$ cat config.mk
export PLATFORM = sky130hd
export DESIGN_NAME = writeback_arbiter
export DESIGN_NICKNAME = d
export VERILOG_FILES = /design/src/rtl/writeback_arbiter.sv
export SDC_FILE = /design/constraint.sdc
export NUM_CORES = 1
export LEC_CHECK = 0
export BUFFER_PORTS_ARGS = -buffer_cell sky130_fd_sc_hd__buf_2
export CORE_MARGIN = 3
export CORE_UTILIZATION = 36
export DETAILED_ROUTE_END_ITERATION = 10
export PLACE_DENSITY = 0.66
export REMOVE_ABC_BUFFERS = 1
export SLEW_MARGIN = 20
export SYNTH_ARGS = -nofsm -noshare
export SYNTH_HDL_FRONTEND = slang
export SYNTH_SLANG_ARGS = --single-unit
$ cat constraint.sdc
create_clock -name clk -period 17.9 [get_ports clk]
set_input_delay 1.79 -clock clk [delete_from_list [all_inputs] [get_ports clk]]
set_output_delay 1.79 -clock clk [all_outputs]
set_load 0.05 [all_outputs]
$ cat src/rtl/writeback_arbiter.sv
// Six-requester, two-port writeback arbiter. Round-robin by default; define
// WB_ARB_AGE_PRIORITY_EN to pick port0 by ROB age (oldest first).
module writeback_arbiter (
    input  logic             clk,
    input  logic             rst,
    input  logic             flush,
    input  logic [5:0]       next_retire_inst_id,
    input  logic [5:0]       req_valid,
    input  logic [5:0][5:0]  req_rob_id,
    input  logic [5:0][5:0]  req_rd_phy,
    input  logic [5:0][31:0] req_rd_data,
    output logic [5:0]       req_allowin,
    output logic [1:0]       wb_valid,
    output logic [1:0][5:0]  wb_rob_id,
    output logic [1:0][5:0]  wb_rd_phy,
    output logic [1:0][31:0] wb_rd_data
);

    logic [2:0]       r_ptr;
    logic [1:0]       r_wb_valid;
    logic [1:0][5:0]  r_wb_rob_id;
    logic [1:0][5:0]  r_wb_rd_phy;
    logic [1:0][31:0] r_wb_rd_data;

    logic       w_g0_vld;
    logic [2:0] w_g0_idx;
    logic       w_g1_vld;
    logic [2:0] w_g1_idx;
    logic [2:0] w_idx1;
    logic [2:0] w_ptr_nxt;
    logic [5:0] w_allow;

    function automatic logic [2:0] wrap6(input logic [3:0] v);
        if (v >= 4'd6) return 3'(v - 4'd6);
        return v[2:0];
    endfunction

`ifdef WB_ARB_AGE_PRIORITY_EN
    logic [5:0] w_age_cur;
    logic [5:0] w_age_best;

    // Smallest distance from the ROB head wins; strict compare keeps ties on the lowest index.
    always_comb begin
        w_g0_vld   = 1'b0;
        w_g0_idx   = '0;
        w_age_cur  = '0;
        w_age_best = '0;
        for (int i = 0; i < 6; i++) begin
            w_age_cur = req_rob_id[i] - next_retire_inst_id;
            if (req_valid[i] && (!w_g0_vld || w_age_cur < w_age_best)) begin
                w_g0_vld   = 1'b1;
                w_g0_idx   = 3'(i);
                w_age_best = w_age_cur;
            end
        end
    end
`else
    logic [2:0] w_idx0;
    logic       w_unused_retire;

    assign w_unused_retire = ^next_retire_inst_id;

    always_comb begin
        w_g0_vld = 1'b0;
        w_g0_idx = '0;
        w_idx0   = '0;
        for (int k = 0; k < 6; k++) begin
            w_idx0 = wrap6({1'b0, r_ptr} + 4'(k));
            if (!w_g0_vld && req_valid[w_idx0]) begin
                w_g0_vld = 1'b1;
                w_g0_idx = w_idx0;
            end
        end
    end
`endif

    // Port1 scans from the pointer skipping the port0 winner; in round-robin mode
    // this lands on the next valid requester after the port0 winner.
    always_comb begin
        w_g1_vld = 1'b0;
        w_g1_idx = '0;
        w_idx1   = '0;
        for (int k = 0; k < 6; k++) begin
            w_idx1 = wrap6({1'b0, r_ptr} + 4'(k));
            if (!w_g1_vld && req_valid[w_idx1] && !(w_g0_vld && w_idx1 == w_g0_idx)) begin
                w_g1_vld = 1'b1;
                w_g1_idx = w_idx1;
            end
        end
    end

    always_comb begin
        if (w_g1_vld)      w_ptr_nxt = wrap6({1'b0, w_g1_idx} + 4'd1);
        else if (w_g0_vld) w_ptr_nxt = wrap6({1'b0, w_g0_idx} + 4'd1);
        else               w_ptr_nxt = r_ptr;
    end

    always_comb begin
        w_allow = '0;
        if (rst) begin
            w_allow = '0;
        end else if (flush) begin
            w_allow = req_valid;
        end else begin
            if (w_g0_vld) w_allow[w_g0_idx] = 1'b1;
            if (w_g1_vld) w_allow[w_g1_idx] = 1'b1;
        end
    end

    always_ff @(posedge clk) begin
        if (rst) begin
            r_ptr        <= '0;
            r_wb_valid   <= '0;
            r_wb_rob_id  <= '0;
            r_wb_rd_phy  <= '0;
            r_wb_rd_data <= '0;
        end else if (flush) begin
            r_wb_valid <= '0;
        end else begin
            r_wb_valid <= {w_g1_vld, w_g0_vld};
            r_ptr      <= w_ptr_nxt;
            if (w_g0_vld) begin
                r_wb_rob_id[0]  <= req_rob_id[w_g0_idx];
                r_wb_rd_phy[0]  <= req_rd_phy[w_g0_idx];
                r_wb_rd_data[0] <= req_rd_data[w_g0_idx];
            end
            if (w_g1_vld) begin
                r_wb_rob_id[1]  <= req_rob_id[w_g1_idx];
                r_wb_rd_phy[1]  <= req_rd_phy[w_g1_idx];
                r_wb_rd_data[1] <= req_rd_data[w_g1_idx];
            end
        end
    end

    assign req_allowin = w_allow;
    assign wb_valid    = r_wb_valid;
    assign wb_rob_id   = r_wb_rob_id;
    assign wb_rd_phy   = r_wb_rd_phy;
    assign wb_rd_data  = r_wb_rd_data;

endmodule

## After elaboration in Yosys (flattened, before gate mapping)

Cells that the tools add are included.
Widths: inputs -> output; s select.

- Logic and storage cells: 181
- Bits in registers: 93
- Output and inout port bits: 96

- Magnitude comparators: 18
- Add/subtract/negate cells: 15
- Reduce and logical (&&, ||, !) cells: 45
- Mux-type cells: 87
- Eq/ne operators: 6
- Bitwise gates (word level): 2

Operators by type and width:

| cell | count |
|---|---|
| $bmux 32 s3 | 2 |
| $mux 3 | 30 |
| $bmux 6 s3 | 4 |
| $mux 32 | 2 |
| $mux 6 | 10 |
| $lt 3x4->1 const B | 8 |
| $mux 1 | 31 |
| $ge 4x3->1 const B | 7 |
| $logic_and 1x1->1 | 24 |
| $sub 3x3->3 const B | 8 |
| $bmux 1 s3 | 6 |
| $eq 3x3->1 | 6 |
| $logic_not 1->1 | 16 |
| $add 3x1->4 const B | 3 |
| $add 3x2->4 const B | 2 |
| $add 3x3->4 const B | 2 |
| $demux 1 s3 | 2 |
| $ge 3x1->1 const B | 2 |
| $or 6x6->6 | 1 |
| $reduce_and 2->1 | 3 |
| $ge 3x3->1 const B | 1 |
| $reduce_bool 2->1 | 1 |
| $reduce_or 2->1 | 1 |
| $not 1->1 | 1 |

## Longest topological paths before layout

- Depth after elaboration: 54
- Depth in mapped cells: 24
- Depth with buffers taken out: 18

## Least setup slack after synthesis

Ideal clock, no wire load.

- Path kind: input to output
- Start point: input req_valid[5]
- End point: output req_allowin[0]
- Stages on the path: 15
- Arrival: 6.001 ns
- Path slack: 10.109 ns
- Path buffers: 1
- Path through: mux2_2 nand3b_1 a31o_4 nor3_4 nand3_2 or3_1 o2111a_1 a211oi_4 o221ai_2 a211oi_4 inv_2 buf_2 nor2_1 a221oi_1 nor3_1

- Word-level cells in the longest chain between the ends: 51

RTL lines:

| element | line | text |
|---|---|---|
| start: declaration | 8 | `input logic [5:0] req_valid,` |
| $bmux 1 s3 | 69, 85 |  |
| $mux 1 (not written as such) | 69, 85 |  |
| $mux 1 | 69 | `if (!w_g0_vld && req_valid[w_idx0]) begin` |
| $logic_not 1->1 | 69 |  |
| $logic_and 1x1->1 | 69 |  |
| $mux 1 | 69 |  |
| $logic_not 1->1 | 69 |  |
| $logic_and 1x1->1 | 69 |  |
| (+35 left out) | - |  |
| $lt 3x4->1 (not written as such) or $ge 3x1->1 (tied branches) | 106 | `if (w_g1_vld) w_allow[w_g1_idx] = 1'b1;` |
| $logic_and 1x1->1 (not written as such) | 106 |  |
| $mux 1 (not written as such) | 106 |  |
| $demux 1 s3 | 106 |  |
| $or 6x6->6 (no source line) | - |  |
| $mux 6 (*) | 106 |  |
| $mux 6 (*) | 102 | `end else if (flush) begin` |
| $mux 6 (*) | 100 | `if (rst) begin` |
| end: declaration | 12 | `output logic [5:0] req_allowin,` |

Mark *: on every way between the ends. The rest lies on a longest branch, timed or not. The select of a mux whose other input is x is not followed.

## Worst setup path after layout

- Start point: input req_valid[4]
- End point: output req_allowin[0]

The elaborated chain is that of the path after synthesis.

==> results <==
- The cell sitting at the root of the clock tree is a clkbuf_16.
- A synthesized cell averages 7.31 um^2.
- Of all cell types, the one taking the most synthesized area is dfxtp_1.
- The required time reported for the critical path endpoint is about 16 ns.
- By count the netlist is led by nand2_1, clkbuf_1, a211oi_1.
- The die span in x is ~170 um.
- The maximum clock skew at final layout is ~0.016 ns.
- The synthesized netlist devotes ~1.5% of its cell area to adder and majority cells.
- The number of distinct library cells after synthesis is slightly below 90.
- The category of the most critical setup path is in2out.
- The initial core utilization is roughly 37%.
- The detail route stage leaves a number of antenna-violating nets equal to 0.
- The share of synthesized area occupied by flip-flops and latches is between 10% and 20%.
- The number of top-level pins is between 300 and 400.
- The number of vias after detailed routing is between 10,000 and 15,000.
- The core region is between 0.02 and 0.03 mm^2.
- Across every metal layer, demand over resource in global routing totals 30.2%.
- By area, the combinational part of the netlist is dominated by compound AO/OA/AOI/OAI gates.
- The area share of the leading cell type in the synthesized netlist is a little under a fifth.
- Summing the areas of all and, or, nand and nor instances in the mapped netlist gives a little under a fifth of the synthesized area.
- The number of placement rows is 60.
- The number of antenna violations at the first check in global routing came to 13.
- In this run, post-CTS hold repair placed 0 buffers.
- The kind of path behind the tightest hold check is reg2reg.
- The initial DRC count is ~1,300.
- In this run the critical register-to-register path is launched from r_ptr[0]$_SDFFE_PP0P_.
- In the final timing run, aggregate negative setup slack is 0 ns.
- The most instantiated flip-flop cell in the synthesis netlist is dfxtp_1.
- Clock-pin slew was measured on the worst setup and hold paths at about 0.080 ns.
- After the last flow step, the layout net total stands at 1,910.
- For the pin with the worst max-slew slack, the measured transition is roughly 1.2 ns.
- The routed wire length is about 48 mm.
- Summed over all layers, the global routing overflow is 0.
- The area of the die is between 0.02 and 0.03 mm^2.
- The max-capacitance violation count is 0.
- The DRC violation count after routing is 0.
- The number of buffers added by the clock tree synthesis step is 9.
- The number of setup buffers added after CTS is 0.
- The critical path ends at req_allowin[0].
- Summing every instance area after synthesis gives 0.0100 mm^2.
- The area growth from synthesis to layout is 23.0%.
- The complex-gate fraction of the synthesized area is about half.
- The mux cell area share after synthesis is approximately 2.1%.
- The detailed placer's ending HPWL is between 30 and 40 mm.
- TritonCTS built the clock tree.
- The count of buffers inserted at the top-level ports is around 370.
- The maximum buffer depth of the clock tree is 2.
- The filler cells instantiated in the layout total 2,798.
- In the global route stage, met2 resource usage came out at approximately half.
- The launch point of the worst hold path is wb_rd_phy[4]$_SDFFE_PP0P_.
- The worst setup path is launched from an input port.
- Setup repair after global routing left no endpoint under its margin.
- The shortest clock period the worst path allows after layout is ~9.2 ns.
- The flow ran to the end, and the final reports show no timing, DRC or antenna violations.
- The library cell with the highest instance count after synthesis is nand2_1.
- The post-synthesis share of cell area spent on xor and xnor gates is 0.773%.
- For the worst-skew pair, the clock arrives at the later sink with an insertion delay of roughly 0.36 ns.
- The average vias per placed instance is 6.73.
- The number of failing setup endpoints in the final timing report is 0.
- In this run the worst path has a maximum fanout of 85.
- After synthesis, the share of flip-flops with an asynchronous set or reset is 0%.
- The pin count of the biggest net entering global routing is around 100.
- The last weighted congestion value of the routability-driven placer is between 0.9 and 1.
- The worst setup path is captured at an output pin.
- The number of clock sinks is just over 90.
- Tracing the worst setup path back leads to its startpoint at req_valid[4].
- The worst register-to-register path has a depth of 17.
- The number of gates resized after CTS is 0.
- Counting flops and latches in the post-synthesis netlist gives slightly above 90.
- The final clock period utilization by the worst path is around half.
- The top achievable clock speed is 0.108 GHz.
- The number of global-route vias before repair is approximately 13,000.
- The first-pass GRT wire length is about 74 mm.
- Ranked by total cell area, the synthesized netlist is headed by dfxtp_1, a211oi_1, nand2_1, a221oi_1, a21oi_1.
- The hold violation total from the final report was 0.
- The global routing's busiest layer is met2.
- Counting flops with a built-in enable in the synthesized netlist gives 0.
- The endpoint of the lowest-slack register-to-register path is wb_rd_data[63]$_SDFFE_PP0P_.
- The synthesized netlist cell count is about 1,400.
- The Yosys warning count is 0.
- The H-tree generated during clock tree synthesis spans 3 levels.
- Measured against its own limit, the worst slew margin works out to a little over a fifth.
- The first-pass detailed-route iteration total is 5.
- Dividing the detail-routed wire length by the instance count gives between 20 and 25 um.
- The die is approximately 170 um tall.
- Global routing used approximately 7.3% of the available met3 tracks.
- The arrival time of the worst setup path is approximately 7.4 ns.
- The final count of pins violating max slew is 0.
- The routing usage on met1 is around two fifths.
- The reg2reg setup slack is 10.66 ns.
- The share of post-route cells with drive strength above 1 is 28.9%.
[critical path, cell delays in order]
cell and delay [ns]:
buf_2 0.12, mux2i_1 0.60, mux2i_1 0.28, a21boi_2 0.50, nand3_2 0.25, or3_1 0.50
o21ai_4 0.21, buf_4 0.91, a311oi_1 0.21, a22oi_1 0.41, o21ai_4 0.31, a22oi_1 0.26
buf_4 0.31, a221oi_1 0.20, nor3_1 0.23, buf_2 0.29
[metrics by stage]
step | hold WS [ns] | std cells | util, % | cell area (um^2) | worst slack, ns
detailed placement | 0.469 | 1980 | 44.3 | 12000 | 8.84
finish | 0.486 | 2001 | 45.4 | 12300 | 8.68
floorplan | 0.614 | 1213 | - | 9380 | 5.48
CTS | 0.490 | 1996 | 45.4 | 12300 | 8.83
global placement | 0.464 | 1980 | 44.3 | 12000 | 8.84
global route | 0.514 | 2001 | 45.4 | 12300 | 8.47
[final cells by class]
type	count	area [um^2]	share of cell area [%]
Clock inverter	6	53.8	0.436
Multi-Input combinational cell	1110	7620	61.8
Inverter	10	38.8	0.314
Sequential cell	93	1860	15.1
Tap cell	372	465	3.77
Timing Repair Buffer	395	2050	16.6
Antenna cell	5	12.5	0.101
Clock buffer	10	239	1.94
[sequential cells by signal (all words and copies together) (netlist names)]
name        cells
wb_rd_data     64
wb_rd_phy      12
wb_rob_id      12
r_ptr           3
wb_valid        2
[kinds of logic after synthesis]
logic type / after synthesis
flops: 93
fa+ha+maj: 12
buf+inv: 170
compound gates: 667
mux: 18
simple gates: 405
xor+xnor: 8
[layer usage]
metal / vias up / part of all wire [%]
met2: 850 / 46
met1: 6471 / 40
li1: 6006 / -
met4: 16 / 3.2
met5: - / 0.22
met3: 127 / 10
[worst min-delay path by stage]
stage | to | slack [ns] | cells after the start
2_1_floorplan | r_ptr[1]$_SDFFE_PP0P_ | 0.61 | 2
3_3_place_gp | wb_rd_data[2]$_SDFFE_PP0P_ | 0.46 | 2
3_5_place_dp | wb_rd_phy[4]$_SDFFE_PP0P_ | 0.47 | 2
4_1_cts | wb_rd_phy[4]$_SDFFE_PP0P_ | 0.49 | 2
5_1_grt | wb_rd_phy[4]$_SDFFE_PP0P_ | 0.51 | 2
6_report | wb_rd_phy[4]$_SDFFE_PP0P_ | 0.49 | 2
[cells in the final DEF, fill, tap and decap left out, types with 4 or more instances in the layout]
cell type	Yosys	layout
o21bai_1	34	34
nand3_1	78	78
a211oi_1	117	117
buf_4	7	28
inv_1	7	7
a311oi_1	47	47
o221ai_1	44	44
clkbuf_16	0	9
mux2i_1	11	10
a221oi_1	59	59
diode_2	0	5
a21oi_1	97	96
buf_2	15	367
a22oi_1	47	47
a22o_1	44	44
and3_1	25	25
o22ai_1	6	5
xor2_1	4	4
nor2_4	0	6
dfxtp_1	93	93
a21o_1	37	37
nand3b_1	11	11
a32o_1	34	34
nor3_1	16	16
mux2_2	4	4
a31oi_1	38	38
or3_1	6	5
o21ai_4	0	4
nand2_1	168	166
nor2_1	73	69
o21ai_0	9	9
ha_1	12	12
Power is not shown: default switching activity piles up to over one toggle a cycle in this logic, so the estimate is an artifact.
